<file path="config.mk">
export PLATFORM = sky130hd
export DESIGN_NAME = mult_div_unit
export DESIGN_NICKNAME = d
export VERILOG_FILES = /design/src/rtl/mult_div_unit.sv
export SDC_FILE = /design/constraint.sdc
export NUM_CORES = 1
export LEC_CHECK = 0
export BUFFER_PORTS_ARGS = -buffer_cell sky130_fd_sc_hd__buf_4
export CAP_MARGIN = 20
export CORE_MARGIN = 8
export CORE_UTILIZATION = 50
export CTS_BUF_LIST = sky130_fd_sc_hd__clkbuf_8
export DETAILED_ROUTE_END_ITERATION = 10
export GPL_ROUTABILITY_DRIVEN = 0
export PLACE_DENSITY = 0.69
export SLEW_MARGIN = 15
export SYNTH_ARGS = -nofsm -noshare
export SYNTH_HDL_FRONTEND = slang
export SYNTH_SLANG_ARGS = --single-unit
</file>
<file path="constraint.sdc">
create_clock -name clk -period 3.7 [get_ports clk]
set_input_delay 0.37 -clock clk [delete_from_list [all_inputs] [get_ports clk]]
set_output_delay 0.37 -clock clk [all_outputs]
set_load 0.01 [all_outputs]
</file>
<file path="src/rtl/mult_div_unit.sv">
// Iterative multiply/divide unit with HI/LO registers: shift-add multiply and
// restoring divide, one bit per cycle, plus single-cycle mthi/mtlo writes.
module mult_div_unit #(
  parameter int WIDTH = 32,
  parameter int CNT_W = 6
) (
  input  logic             clk,
  input  logic             rst,
  input  logic             start,
  input  logic [2:0]       op,
  input  logic [WIDTH-1:0] a,
  input  logic [WIDTH-1:0] b,
  input  logic             flush,
  output logic             busy,
  output logic             done,
  output logic             div_zero,
  output logic [WIDTH-1:0] hi,
  output logic [WIDTH-1:0] lo
);

  typedef enum logic [1:0] {IDLE, CALC, FIX} state_t;

  localparam logic [CNT_W-1:0] LAST_CNT = CNT_W'(WIDTH - 1);

  state_t               state;
  logic [CNT_W-1:0]     cnt;
  logic                 is_div;
  logic                 neg_res;
  logic                 neg_rem;
  logic                 dz;
  logic [WIDTH-1:0]     mcand;
  logic [2*WIDTH-1:0]   acc;
  logic [WIDTH-1:0]     rem;

  logic [WIDTH-1:0]     abs_a;
  logic [WIDTH-1:0]     abs_b;
  logic [WIDTH-1:0]     addend;
  logic [WIDTH:0]       mul_sum;
  logic [WIDTH:0]       div_shift;
  logic [WIDTH-1:0]     div_diff;
  logic                 div_ge;
  logic [WIDTH-1:0]     rem_next;
  logic [2*WIDTH-1:0]   prod_fix;
  logic [WIDTH-1:0]     quot_fix;
  logic [WIDTH-1:0]     rem_fix;

  // Datapath: operand magnitudes, one iteration step, and final sign fix-up.
  always_comb begin
    abs_a     = (op[0] && a[WIDTH-1]) ? -a : a;
    abs_b     = (op[0] && b[WIDTH-1]) ? -b : b;
    addend    = acc[0] ? mcand : '0;
    mul_sum   = {1'b0, acc[2*WIDTH-1:WIDTH]} + {1'b0, addend};
    div_shift = {rem, acc[WIDTH-1]};
    div_ge    = (div_shift >= {1'b0, mcand});
    div_diff  = div_shift[WIDTH-1:0] - mcand;
    rem_next  = div_ge ? div_diff : div_shift[WIDTH-1:0];
    prod_fix  = neg_res ? -acc : acc;
    quot_fix  = neg_res ? -acc[WIDTH-1:0] : acc[WIDTH-1:0];
    rem_fix   = neg_rem ? -rem : rem;
  end

  always_ff @(posedge clk) begin
    if (rst) begin
      state    <= IDLE;
      cnt      <= '0;
      busy     <= 1'b0;
      done     <= 1'b0;
      div_zero <= 1'b0;
      hi       <= '0;
      lo       <= '0;
      is_div   <= 1'b0;
      neg_res  <= 1'b0;
      neg_rem  <= 1'b0;
      dz       <= 1'b0;
      mcand    <= '0;
      acc      <= '0;
      rem      <= '0;
    end else begin
      done     <= 1'b0;
      div_zero <= 1'b0;
      case (state)
        IDLE: begin
          if (start && !flush) begin
            case (op)
              3'b100: hi <= a;
              3'b101: lo <= a;
              3'b000, 3'b001: begin
                mcand   <= abs_a;
                acc     <= {{WIDTH{1'b0}}, abs_b};
                rem     <= '0;
                is_div  <= 1'b0;
                neg_res <= op[0] & (a[WIDTH-1] ^ b[WIDTH-1]);
                neg_rem <= 1'b0;
                dz      <= 1'b0;
                cnt     <= '0;
                busy    <= 1'b1;
                state   <= CALC;
              end
              3'b010, 3'b011: begin
                mcand   <= abs_b;
                acc     <= {{WIDTH{1'b0}}, abs_a};
                rem     <= '0;
                is_div  <= 1'b1;
                neg_res <= op[0] & (a[WIDTH-1] ^ b[WIDTH-1]);
                neg_rem <= op[0] & a[WIDTH-1];
                dz      <= (b == '0);
                cnt     <= '0;
                busy    <= 1'b1;
                state   <= CALC;
              end
              default: ;
            endcase
          end
        end
        CALC: begin
          if (flush) begin
            busy  <= 1'b0;
            state <= IDLE;
          end else begin
            // Divide keeps the quotient in the low half, shifting dividend bits out of its top.
            if (is_div) begin
              acc[WIDTH-1:0] <= {acc[WIDTH-2:0], div_ge};
              rem            <= rem_next;
            end else begin
              acc <= {mul_sum, acc[WIDTH-1:1]};
            end
            cnt <= cnt + CNT_W'(1);
            if (cnt == LAST_CNT) state <= FIX;
          end
        end
        FIX: begin
          busy  <= 1'b0;
          state <= IDLE;
          if (!flush) begin
            done <= 1'b1;
            if (is_div) begin
              // With a zero divisor the remainder path already reproduces the original dividend.
              hi       <= rem_fix;
              lo       <= dz ? '1 : quot_fix;
              div_zero <= dz;
            end else begin
              {hi, lo} <= prod_fix;
            end
          end
        end
        default: begin
          busy  <= 1'b0;
          state <= IDLE;
        end
      endcase
    end
  end

endmodule

</file>
# After elaboration in Yosys (flattened, before gate mapping)

Cells that the tools add are included.

Register bits after elaboration: 207
Output and inout port bits: 67

$add $sub $neg: 8
Magnitude comparators: 1
Equality and inequality tests: 19
Mux-type cells: 47
Bitwise logic cells: 5
Reduce and logical (&&, ||, !) cells: 25

Operator list:

| kind                                                            | count |
|---|---|
| 32-bit 2-to-1 mux                                               | 21 |
| 32-bit one-hot mux with 2 select lines                          | 4 |
| 64-bit one-hot mux with 2 select lines                          | 2 |
| 64-bit 2-to-1 mux                                               | 3 |
| 32-bit negation                                                 | 4 |
| 64-bit negation                                                 | 1 |
| 32-bit by 32-bit adder with 33-bit output                       | 1 |
| 33-bit by 32-bit greater-or-equal comparator with 1-bit output  | 1 |
| 32-bit logical NOT                                              | 1 |
| 32-bit subtractor                                               | 1 |
| 6-bit 2-to-1 mux                                                | 3 |
| 4-bit AND reduction                                             | 4 |
| 2-bit inequality test, second input constant                    | 7 |
| 6-bit one-hot mux with 2 select lines                           | 1 |
| 3-bit AND reduction                                             | 4 |
| 5-bit AND reduction                                             | 2 |
| 2-bit 2-to-1 mux                                                | 4 |
| 1-bit one-hot mux with 2 select lines                           | 4 |
| 4-bit OR reduction                                              | 2 |
| 6-bit by 1-bit adder with 6-bit output, second input constant   | 1 |
| 3-bit by 2-bit == test with 1-bit output, second input constant | 2 |
| 3-bit == test, second input constant                            | 2 |
| 6-bit by 5-bit == test with 1-bit output, second input constant | 1 |
| 2-bit nonzero test                                              | 3 |
| other kinds (16)                                                | 26 |

# Depth between registers and ports, before layout

Depth in word-level cells: 6
Gate-level depth with buffers: 14
Mapped depth without buffers: 13

# Worst setup path before layout

OpenSTA, ideal clock, no wires.

Path type: reg-to-reg
Start: register acc[0]
End: register acc[62]
Data arrival time: 3,072 ps
Required time: 3,583 ps
Slack: 511 ps
Stages on the path, launching flop included: 15
Clock period less this slack: 3,189 ps
Cell sequence: dfxtp_1 -> clkbuf_1 -> inv_1 -> clkbuf_1 -> nor2_1 -> ha_1 -> a21o_1 -> a21o_1 -> a221o_1 -> o21ai_0 -> a31oi_1 -> a221oi_1 -> o31ai_1 -> xor2_1 -> a22o_1

Cells in the longest elaborated chain, start to end: 5

Ends and longest elaborated chain:

| what                                      | RTL line | text |
|---|---|---|
| start, declared                           | 32       | `logic [2*WIDTH-1:0] acc;` |
| start signal, assigned                    | 89       | `acc <= {{WIDTH{1'b0}}, abs_b};` |
| start signal, assigned                    | 101      | `acc <= {{WIDTH{1'b0}}, abs_a};` |
| start signal, assigned by index           | 122      | `acc[WIDTH-1:0] <= {acc[WIDTH-2:0], div_ge};` |
| 32-bit 2-to-1 mux                         | 51       | `addend = acc[0] ? mcand : '0;` |
| 32-bit by 32-bit adder with 33-bit output | 52       | `mul_sum = {1'b0, acc[2*WIDTH-1:WIDTH]} + {1'b0, addend};` |
| 32-bit 2-to-1 mux                         | 121      | `if (is_div) begin` |
| 64-bit 2-to-1 mux                         | 116      | `if (flush) begin` |
| 64-bit one-hot mux with 2 select lines    | 81       | `case (state)` |

No other way between the ends. The select of a mux whose other input is x is not followed.
A chain may end at the register's enable or synchronous reset.

# Final worst setup path

Same ends and word-level chain as after synthesis.

==> metrics.log <==
[metrics] status: finished clean
[metrics] MaxCap Viol Count: 0
[metrics] horizontal die dimension: 195 microns
[metrics] Post-layout nets: 2419
[metrics] adder-cell share of the synthesized area: 5.61%
[metrics] Num CTS Buffers: 39
[metrics] vias post-DR: 17500
[metrics] post-synthesis share of cell area spent on and, or, nand and nor gates: 20.7%
[metrics] final instance count without filler cells: 2705
[metrics] global-route wire length before repair: 94000 microns
[metrics] sum of buffers and inverters on the critical path: 2
[metrics] post-synth design cell area: 16100 sq um
[metrics] Most Frequent Cell on Critical Path: a21o_1
[metrics] total number of H-tree levels: 2
[metrics] initial core utilization: 50.9%
[metrics] area added between synthesis and finish: 15.0%
[metrics] mean cell area of the mapped netlist: 7.41 sq um
[metrics] Power Density: 323 nW/um^2
[metrics] DRC marker count from the first detailed-route iteration: 1777
[metrics] portion of netlist area occupied by mux cells: 4.03%
[metrics] peak supply drop: 0.320 mV
[metrics] Worst-path clk slew: 0.06 ns
[metrics] number of synthesized flops with an enable pin: 0
[metrics] Synth Net Count: 2315
[metrics] crit start category: flop
[metrics] Max stage delay cell, worst path: a221oi_1
[metrics] ranking of synthesized cells by area: dfxtp_1, xnor2_1, nand2_1
[metrics] area enclosed by the die boundary: 38200 sq um
[metrics] kind of end point of the critical path: flop
[metrics] post_cts resized: 0
[metrics] post-route setup slack: 0.105 ns
[metrics] ports placed on the boundary: 138
[metrics] area fraction of the dominant cell type after synthesis: 25.7%
[metrics] ratio of cells with drive above 1 in the final layout: 13.4%
[metrics] share of the yosys chip area belonging to registers: 25.7%
[metrics] warnings from Yosys: 0
[metrics] Setup TNS: 0 ns
[metrics] reported leakage power: 7.34 nW
[metrics] total power after layout: 5.98 mW
[metrics] register area: 4150 sq um
[metrics] slowest cell delay on critical path: 0.49 ns
[metrics] fill cell instance count of the final layout: 3000
[metrics] area of the multi-input gates: 11200 sq um
[metrics] min-delay worst type: in -> reg
[metrics] number of iterations in the first detailed-routing pass: 6
[metrics] Placement Cell Area: 17700 sq um
[metrics] cell count after synthesis: 2173
[metrics] worst-case clock buffer depth: 3
[metrics] post-detailed-route DRC marker count: 0
[metrics] grt ovf: 0
[metrics] antenna violations before repair: 0
[metrics] final period utilization: 97.2%
[metrics] clock latency reported for the late side of the worst-skew pair: 0.59 ns
[metrics] kind of critical path: reg -> reg
[metrics] cell family contributing the most delay on the critical path: compound AO/OA/AOI/OAI gates
[metrics] number of nets with antenna violations after detailed routing: 0
[metrics] Post-CTS Setup Inserts: 0
[metrics] vias in the first global route: 16600
[metrics] synthesis-stage register bit count: 207
[metrics] Hold Slack: 0.120 ns
[metrics] cell at the root of the clock tree: clkbuf_8
[metrics] count of hold-fix buffers inserted at cts: 0
[metrics] combinational family with the most area after synthesis: compound AO/OA/AOI/OAI gates
[metrics] critical-path maximum fanout: 30
[metrics] final antenna diode count: 0
[metrics] cell-by-cell listing of the critical path: inv_1 -> buf_12 -> nor2_1 -> ha_1 -> a21o_1 -> a21o_1 -> a221o_1 -> o21ai_0 -> a31oi_1 -> a221oi_1 -> o31ai_1 -> xor2_1 -> a22o_1
[metrics] Core Region: 31600 sq um
[metrics] Placement Setup Slack: 0.200 ns
[metrics] pin count of the biggest net entering global routing: 63
[metrics] number of vias per cell: 6.48
[metrics] die outline height: 195 microns
[metrics] Slew HR: 29.8%
[metrics] routed length per placed instance: 22.9 microns
[metrics] Detail Placement HPWL: 47400 microns
[metrics] shortest clock period the worst path allows after layout: 3.59 ns
[metrics] Final Skew: 0.0335 ns
[metrics] sum of routed wire length over all layers: 61900 microns
[metrics] Data required, critical path: 4.18 ns
[metrics] area share of xor/xnor cells in the synthesized design: 10.4%
[metrics] number of library cell types mapped by synthesis: 72
[metrics] Final Slew Violations: 0
[metrics] final core occ: 58.5%
[metrics] clock tree from TritonCTS: yes
[metrics] cell type with the highest aggregate area in the netlist: dfxtp_1
[metrics] unrepaired setup endpoints after global routing: false
[metrics] cell count after placement: 2638
[metrics] slew at the pin closest to its max-slew limit: 1.05 ns
[metrics] GR Util All Layers: 30.9%
[metrics] main flop type after synthesis: dfxtp_1
[metrics] Critical Path AT: 4.07 ns
[metrics] final hold vios: 0
[metrics] Compound-Gate Fraction of Synth Area: 28.3%
[metrics] Final Setup Violations: 0
[metrics] clk sinks: 207
[metrics] maximum clock rate: 278 MHz
[metrics] standard-cell row count: 65
[metrics] # port buffers: 137
[metrics] post-route design area: 18500 sq um
[metrics] asr flop ratio synth: 0%
## power by group
part / total (mW) / switching (mW) / leakage (nW) / internal [mW]
combinational: 1.32 / 0.812 / 5.22 / 0.510
clock: 2.31 / 1.08 / 0.443 / 1.23
sequential: 2.35 / 0.0692 / 1.68 / 2.28
total: 5.98 / 1.96 / 7.34 / 4.02
## routing by layer
metal  global-route usage [%]  vias to the layer above  wire length, microns
met2                     51.0                      894                 28700
met1                     37.9                     8271                 24500
met4                     17.6                        0                  3730
met5                        0                        -                     0
li1                         -                     8144                     -
met3                     4.68                      220                  5030
## state kept, by name (all words and copies together), names as in the netlist, 2 cells and up
signal,flops
lo,32
mcand,32
acc,64
hi,32
rem,32
cnt,6
state,2
## final cells by class
| cell class | instances | area share [%] |
|---|---|---|
| Multi-Input combinational cell | 1747 | 60.4 |
| Sequential cell | 207 | 22.4 |
| Timing Repair Buffer | 216 | 8.96 |
| Clock buffer | 51 | 3.79 |
| Tap cell | 402 | 2.72 |
| Inverter | 66 | 1.34 |
| Clock inverter | 16 | 0.405 |
## worst min-delay path: stages
cell      delay [ns]
buf_4           0.14
nand2_1         0.06
a311oi_1        0.08
## path summary, 6_finish.rpt
kind | from | endpoint | slack, ns | cells past startpoint
setup / recovery | acc[0] | acc[62] | 0.11 | 13
hold / removal | a[17] | hi[17] | 0.12 | 3
setup reg to reg | acc[0] | acc[62] | 0.11 | 13
hold reg to reg | mcand[2] | mcand[2] | 0.45 | 2
## cell usage after synthesis, types with 6 or more instances
library cell	n
nor3_1	58
a21oi_1	179
a21o_1	27
o21ai_1	32
o41ai_1	16
a221oi_1	7
xnor2_1	116
nand4_1	17
nand2b_1	21
a311oi_1	11
o211ai_1	39
a31oi_1	23
and2_1	10
nand3_1	35
a211oi_1	42
or4_1	19
o221ai_1	43
or3_1	17
ha_1	69
o31ai_1	37
o21a_1	9
nor2b_1	14
a22oi_1	15
o22ai_1	15
mux2i_1	57
nand2_1	258
inv_1	66
mux2_2	7
xor2_1	76
o21ai_0	138
or2_2	6
and3_1	13
a22o_1	18
buf_2	6
buf_1	13
nor4_1	21
o21bai_1	11
nor2_1	202
clkbuf_1	134
dfxtp_1	207
## placed cells by master, fill, tap and decap left out, types with 42 or more instances in the layout
master,instances
a211oi_1,42
ha_1,69
o21ai_0,138
nor2_1,202
clkbuf_8,51
mux2i_1,57
nor3_1,56
inv_1,78
dfxtp_1,205
a21oi_1,178
buf_4,213
o221ai_1,43
xnor2_1,116
nand2_1,258
xor2_1,76
## kinds of logic (layout without fill, tap and decap cells)
group	Yosys count	after routing
xor+xnor	192	192
fa+ha+maj	71	71
mux	64	64
compound gates	703	703
flops	207	207
simple gates	717	717
buf+inv	219	349
Note: power is estimated with default switching activity, not from simulation.
